File: config.mk
export PLATFORM = sky130hd
export DESIGN_NAME = sorter_job_scheduler
export DESIGN_NICKNAME = d
export VERILOG_FILES = /design/src/rtl/sorter_pkg.sv /design/src/rtl/rr_arbiter.sv /design/src/rtl/sorter_job_scheduler.sv
export SDC_FILE = /design/constraint.sdc
export NUM_CORES = 1
export LEC_CHECK = 0
export ABC_AREA = 1
export BUFFER_PORTS_ARGS = -buffer_cell sky130_fd_sc_hd__clkbuf_2
export CAP_MARGIN = 30
export CORE_AREA = 3 3 516 518
export CTS_CLUSTER_SIZE = 24
export DETAILED_ROUTE_END_ITERATION = 7
export DIE_AREA = 0 0 519 521
export SYNTH_ARGS = -nofsm -noshare
export SYNTH_HDL_FRONTEND = slang
export SYNTH_HIERARCHICAL = 1
export SYNTH_SLANG_ARGS = --single-unit
File: constraint.sdc
create_clock -name clk_i -period 23.2 [get_ports clk_i]
set_input_delay 2.32 -clock clk_i [delete_from_list [all_inputs] [get_ports clk_i]]
set_output_delay 2.32 -clock clk_i [all_outputs]
set_load 0.005 [all_outputs]
File: src/rtl/sorter_pkg.sv
// Shared types and constants for the sorter job scheduler slice.
//   SCHED_NUM_REQ : default requester count; ID_W is sized from it, so any
//                   NUM_REQ override must not exceed 2**ID_W.
//   ID_W          : width of a requester id.
//   sched_tag_t   : {valid, id, err} tag travelling alongside each sorter job.
package sorter_pkg;

    localparam int unsigned SCHED_NUM_REQ = 4;
    localparam int unsigned ID_W = (SCHED_NUM_REQ > 1) ? $clog2(SCHED_NUM_REQ) : 1;

    typedef struct packed {
        logic            valid;
        logic [ID_W-1:0] id;
        logic            err;
    } sched_tag_t;

endpackage

File: src/rtl/rr_arbiter.sv
// Round-robin arbiter: grants at most one requester per cycle. The search
// starts at the pointer; after a grant the pointer moves to the granted
// index + 1 (mod NUM_REQ). Without a grant the pointer holds.
//   clk_i, rst_i : clock, async active-high reset (pointer -> 0)
//   req_i        : eligible requesters
//   grant_o      : one-hot grant
//   grant_any_o  : a grant was issued this cycle
//   grant_id_o   : encoded index of the granted requester (0 when none)
module rr_arbiter
    import sorter_pkg::*;
#(
    parameter int unsigned NUM_REQ = SCHED_NUM_REQ
)
(
    input  logic               clk_i,
    input  logic               rst_i,
    input  logic [NUM_REQ-1:0] req_i,
    output logic [NUM_REQ-1:0] grant_o,
    output logic               grant_any_o,
    output logic [ID_W-1:0]    grant_id_o
);

    logic [ID_W-1:0] ptr_q;
    logic [ID_W-1:0] ptr_d;

    always_comb begin
        int unsigned idx;
        idx         = 0;
        grant_o     = '0;
        grant_any_o = 1'b0;
        grant_id_o  = '0;
        ptr_d       = ptr_q;
        for (int unsigned k = 0; k < NUM_REQ; k++) begin
            idx = 32'(ptr_q) + k;
            if (idx >= NUM_REQ) begin
                idx = idx - NUM_REQ;
            end
            if (!grant_any_o && req_i[ID_W'(idx)]) begin
                grant_o[ID_W'(idx)] = 1'b1;
                grant_any_o         = 1'b1;
                grant_id_o          = ID_W'(idx);
                ptr_d               = (idx + 1 == NUM_REQ) ? '0 : ID_W'(idx + 1);
            end
        end
    end

    always_ff @(posedge clk_i or posedge rst_i) begin
        if (rst_i) begin
            ptr_q <= '0;
        end else begin
            ptr_q <= ptr_d;
        end
    end

endmodule

File: src/rtl/sorter_job_scheduler.sv
// Shares one pipelined sorter between NUM_REQ requesters.
//   clk_i, rst_i      : clock, async active-high reset
//   req_valid_i       : job request per requester
//   req_ready_o       : job accepted this cycle (one-hot, granted index)
//   req_sign_i        : signed-compare flag per requester
//   req_len_i         : element count per requester
//   req_data_i        : operands per requester
//   sort_sign_ctrl_o, sort_len_o, sort_x_o : registered sorter inputs
//   res_valid_o       : current sorter output slot belongs to a job
//   res_id_o          : owning requester of that slot
//   res_err_o         : job had an illegal length; sorter data meaningless
//   busy_o            : any job in flight
// A job granted in cycle N drives the sorter in N+1 and its tag appears on
// res_* in N+1+SORT_LATENCY. Each requester may have up to MAX_OUTSTANDING
// jobs in flight.
module sorter_job_scheduler
    import sorter_pkg::*;
#(
    parameter int unsigned NUM_REQ         = SCHED_NUM_REQ,
    parameter int unsigned DATAWIDTH       = 8,
    parameter int unsigned MAX_DATALENGTH  = 32,
    parameter int unsigned SORT_LATENCY    = 5,
    parameter int unsigned MAX_OUTSTANDING = 2
)
(
    input  logic                                                  clk_i,
    input  logic                                                  rst_i,
    input  logic [NUM_REQ-1:0]                                    req_valid_i,
    output logic [NUM_REQ-1:0]                                    req_ready_o,
    input  logic [NUM_REQ-1:0]                                    req_sign_i,
    input  logic [NUM_REQ-1:0][5:0]                               req_len_i,
    input  logic [NUM_REQ-1:0][MAX_DATALENGTH-1:0][DATAWIDTH-1:0] req_data_i,
    output logic                                                  sort_sign_ctrl_o,
    output logic [5:0]                                            sort_len_o,
    output logic [MAX_DATALENGTH-1:0][DATAWIDTH-1:0]              sort_x_o,
    output logic                                                  res_valid_o,
    output logic [ID_W-1:0]                                       res_id_o,
    output logic                                                  res_err_o,
    output logic                                                  busy_o
);

    localparam int unsigned          CNT_W   = $clog2(MAX_OUTSTANDING + 1);
    localparam logic [CNT_W-1:0]     CNT_MAX = CNT_W'(MAX_OUTSTANDING);

    logic [NUM_REQ-1:0]        eligible;
    logic [NUM_REQ-1:0]        retire;
    logic [NUM_REQ-1:0]        grant;
    logic [NUM_REQ-1:0]        cnt_busy;
    logic                      grant_any;
    logic [ID_W-1:0]           grant_id;
    logic [5:0]                len_sel;
    logic                      len_ok;
    sched_tag_t                new_tag;
    sched_tag_t [SORT_LATENCY:0] tag_q;
    logic [SORT_LATENCY:0]     tag_valid;

    // Per-requester in-flight accounting.
    for (genvar i = 0; i < NUM_REQ; i++) begin : g_req
        logic [CNT_W-1:0] cnt_q;

        assign retire[i]   = tag_q[SORT_LATENCY].valid &&
                             (tag_q[SORT_LATENCY].id == ID_W'(i));
        // A slot retiring this cycle is already free, so a requester at its
        // limit can still be granted; the counter then holds its value.
        assign eligible[i] = req_valid_i[i] && ((cnt_q < CNT_MAX) || retire[i]);
        assign cnt_busy[i] = |cnt_q;

        always_ff @(posedge clk_i or posedge rst_i) begin
            if (rst_i) begin
                cnt_q <= '0;
            end else if (grant[i] && !retire[i]) begin
                cnt_q <= cnt_q + CNT_W'(1);
            end else if (retire[i] && !grant[i]) begin
                cnt_q <= cnt_q - CNT_W'(1);
            end
        end
    end

    rr_arbiter #(
        .NUM_REQ (NUM_REQ)
    ) u_arb (
        .clk_i       (clk_i),
        .rst_i       (rst_i),
        .req_i       (eligible),
        .grant_o     (grant),
        .grant_any_o (grant_any),
        .grant_id_o  (grant_id)
    );

    assign req_ready_o = grant;
    assign len_sel     = req_len_i[grant_id];
    assign len_ok      = (len_sel != 6'd0) && ({26'd0, len_sel} <= MAX_DATALENGTH);

    always_comb begin
        new_tag       = '0;
        new_tag.valid = grant_any;
        new_tag.id    = grant_id;
        new_tag.err   = grant_any && !len_ok;
    end

    // Rejected (bad length) jobs still occupy a slot but present an idle
    // sorter input.
    always_ff @(posedge clk_i or posedge rst_i) begin
        if (rst_i) begin
            sort_sign_ctrl_o <= 1'b0;
            sort_len_o       <= '0;
            sort_x_o         <= '0;
        end else if (grant_any && len_ok) begin
            sort_sign_ctrl_o <= req_sign_i[grant_id];
            sort_len_o       <= len_sel;
            sort_x_o         <= req_data_i[grant_id];
        end else begin
            sort_sign_ctrl_o <= 1'b0;
            sort_len_o       <= '0;
            sort_x_o         <= '0;
        end
    end

    // Stage 0 is aligned with sort_*; stage SORT_LATENCY with the sorter result.
    always_ff @(posedge clk_i or posedge rst_i) begin
        if (rst_i) begin
            tag_q <= '0;
        end else begin
            tag_q <= {tag_q[SORT_LATENCY-1:0], new_tag};
        end
    end

    for (genvar s = 0; s <= SORT_LATENCY; s++) begin : g_tagv
        assign tag_valid[s] = tag_q[s].valid;
    end

    assign res_valid_o = tag_q[SORT_LATENCY].valid;
    assign res_id_o    = tag_q[SORT_LATENCY].id;
    assign res_err_o   = tag_q[SORT_LATENCY].err;
    assign busy_o      = (|tag_valid) || (|cnt_busy);

endmodule

==> run metrics <==
outcome finished clean; M1 WL 87400 um; CTS Sinks between 200 and 300; Pre-antenna DRT Iters 5; RSZ-0062 raised after global routing false; max-cap viol count 0; root buffer cell clkbuf_16; grt ovf 0; flop and latch count out of synthesis 297; Crit-path slowest cell buf_4; post-CTS setup buffers 0; I/O pins 1330; H-tree levels 2; Post-Layout Inst Area 31300 sq um; sequential fraction of the synthesis area 0.386; CTS tree done; Worst slew margin 0.315; Worst Path Arrival 9.73 ns; Core Util, Final 0.119; post-synthesis mux area share 0; post-detailed-route wirelength per cell 32.1 um; fin. max-slew vios 0; FF-to-FF End sort_x_o[164]; Vias/cell between 3 and 4; setup TNS 0 ns; Initial Util 0.0735; total CTS buffers 45; Post-Syn Instances around 2500; Ys Warns 6; Die W a little over 500 um; WL met2 97800 um; Tcrit/Tclk final 0.397; WL met3 37200 um; antenna violations before repair around 330; Crit. End Element register; worst r2r path cells 23; Hold-fix buffers, CTS 0; Final ANT Viol Nets 0; number of DRC markers in iteration 0 1964; post-detail-place hpwl 209000 um; core area around 260000 sq um; main combinational cell family by area after synthesis simple AND/OR/NAND/NOR gates; row count 188; hold slack final 0.346 ns; area share of fa/ha/maj cells after synthesis 0.00649; vias in the first global route 23500; Synthesized Nets approximately 3600; endpoints failing setup 0; synth unique cells 35; Worst-Margin Slew 1.02 ns; Req. time, crit path 23.72 ns; min Tclk post-route 9.22 ns; largest net degree at the start of global routing approximately 120; DP Area 29500 sq um; Clock Tree Buf Depth 3; CP startpoint kind input port; simple-gate share of the synthesized area 0.256; # DRC 0; Final #Nets 4774; RR Startpoint u_arb/ptr_q[0]; first-pass GRT wire length 285000 um; f_max roughly 110 MHz; reg-to-reg setup timing slack 14.79 ns; routability cong. between 0.9 and 1; CTS resizes 0; die footprint around 270000 sq um; clk slew on worst S/H paths 0.06 ns; crit path from req_valid_i[1]; compound-cell area share of the yosys netlist 0.228; Worst Skew 0.0314 ns; most frequent CP cell nand2_1; worst skew pair latency 0.67 ns; CP max FO 59; syn avg cell area about 7.7 sq um; Port Buffer Count 1329; Routed WL 235000 um; max incr delay on CP between 0.8 and 0.9 ns; Setup CP Type input port to register; gr usage total 0.166; Hold WC Path Type register to register; final hold vios 0; Syn Std Cell Area 19300 sq um; number of stages on the worst setup path 24; Crit path max-delay family buffers and inverters; Critical Path End sort_x_o[164]; Die Height between 500 and 600 um; top layer in use met5; routed vias 25100; critical path, cell by cell clkbuf_2, a21boi_0, inv_1, nand2_1, nand2_1, o21ai_2, nand3_2, clkinv_2, a21oi_1, o21ai_4, buf_4, inv_8, nand2_1, nand3_1, nand2_1, nand2_1, nor2_1, nand2_1, nand3_4, buf_12, buf_4, buf_4, buf_4, nor2_4; buffers and inverters on the worst path 9; share of cells above drive strength 1 0.447; Post-Synth XOR/XNOR Area 0.00364; Area growth syn-to-layout 62.4%
==> stage by stage <==
step / setup slack [ns] / instances
after floorplan: 12.73 / 2497
final: 13.98 / 7318
after detailed placement: 13.32 / 7174
after CTS: 14.07 / 7252
after global routing: 13.50 / 7289
after global placement: 13.19 / 7173
==> state kept, by name, summed over array words and instances, names as in the netlist <==
register	flops
sort_sign_ctrl_o	1
u_arb/ptr_q	2
res_id_o	2
sort_len_o	6
res_valid_o	1
res_err_o	1
g_req.cnt_q	8
tag_q	20
sort_x_o	256
==> final cells by class <==
class | count | area [sq um]
Inverter | 290 | 1120
Fill cell | 30800 | 231000
Clock inverter | 18 | 335
Clock buffer | 60 | 1290
Timing Repair Buffer | 1369 | 7000
Antenna cell | 66 | 165
Multi-Input combinational cell | 1703 | 9550
Tap cell | 3515 | 4400
Sequential cell | 297 | 7430
==> how the worst min path moves through the flow <==
stage / start / to / slack [ns] / cells past startpoint
after floorplan: tag_q[16] / res_err_o / 0.33 / 0
after global placement: tag_q[2] / tag_q[6] / 0.33 / 0
after detailed placement: tag_q[14] / tag_q[18] / 0.33 / 0
after CTS: tag_q[14] / tag_q[18] / 0.35 / 0
after global routing: tag_q[12] / tag_q[16] / 0.35 / 0
final: tag_q[14] / tag_q[18] / 0.35 / 0
==> cell families (layout without fill, tap and decap cells) <==
group           after synthesis  after routing
other cells                   0             66
buf+inv                     497           1737
fa+ha+maj                    10             10
xor+xnor                      8              8
simple gates                878            878
compound gates              807            807
flops                       297            297
==> Yosys cell counts <==
library cell	n	area, sq um
buf_6	4	45.0
a21boi_0	5	37.5
o22ai_1	260	1630
nor4_1	3	18.8
clkbuf_1	141	529
nand3_4	1	17.5
inv_2	3	11.3
buf_2	36	180
inv_1	284	1070
clkinv_4	1	8.76
nor2_1	579	2170
nor2_2	1	6.26
o21bai_2	1	11.3
clkinv_2	1	5.00
xnor2_1	8	70.1
o21ai_2	1	8.76
nand2_2	4	25.0
nand4_1	2	12.5
nand3b_1	2	15.0
buf_8	2	30.0
ha_1	10	125
a21oi_1	11	55.1
dfrtp_1	297	7430
o2111ai_1	1	8.76
buf_12	20	400
nand2_4	4	45.0
nand3_2	3	30.0
nor2_4	201	2260
inv_8	1	11.3
o2bb2ai_1	1	8.76
nand3_1	25	125
nand2_1	53	199
buf_4	4	30.0
o21ai_0	525	2630
o21ai_1	2	10.0
==> placed cells by master, fill, tap and decap left out, drive strengths merged <==
cell	synthesis	routed
nand2	61	61
clkinv	2	5
a21oi	11	11
dfrtp	297	297
clkbuf	141	1389
nand3b	2	2
o21ai	528	528
clkinvlp	0	1
nor2	781	781
o22ai	260	260
nand3	29	29
o2bb2ai	1	1
a21boi	5	5
o21bai	1	1
nor4	3	3
o2111ai	1	1
inv	288	295
xnor2	8	8
ha	10	10
buf	66	40
bufinv	0	7
nand4	2	2
diode	0	66
==> layer usage <==
layer | up-vias | GRT usage
met5 | - | 0
met4 | 268 | 0.0538
met3 | 682 | 0.116
met2 | 1736 | 0.250
met1 | 11800 | 0.185
li1 | 10700 | -
Power is not shown: default switching activity piles up to over one toggle a cycle in this logic, so the estimate is an artifact.
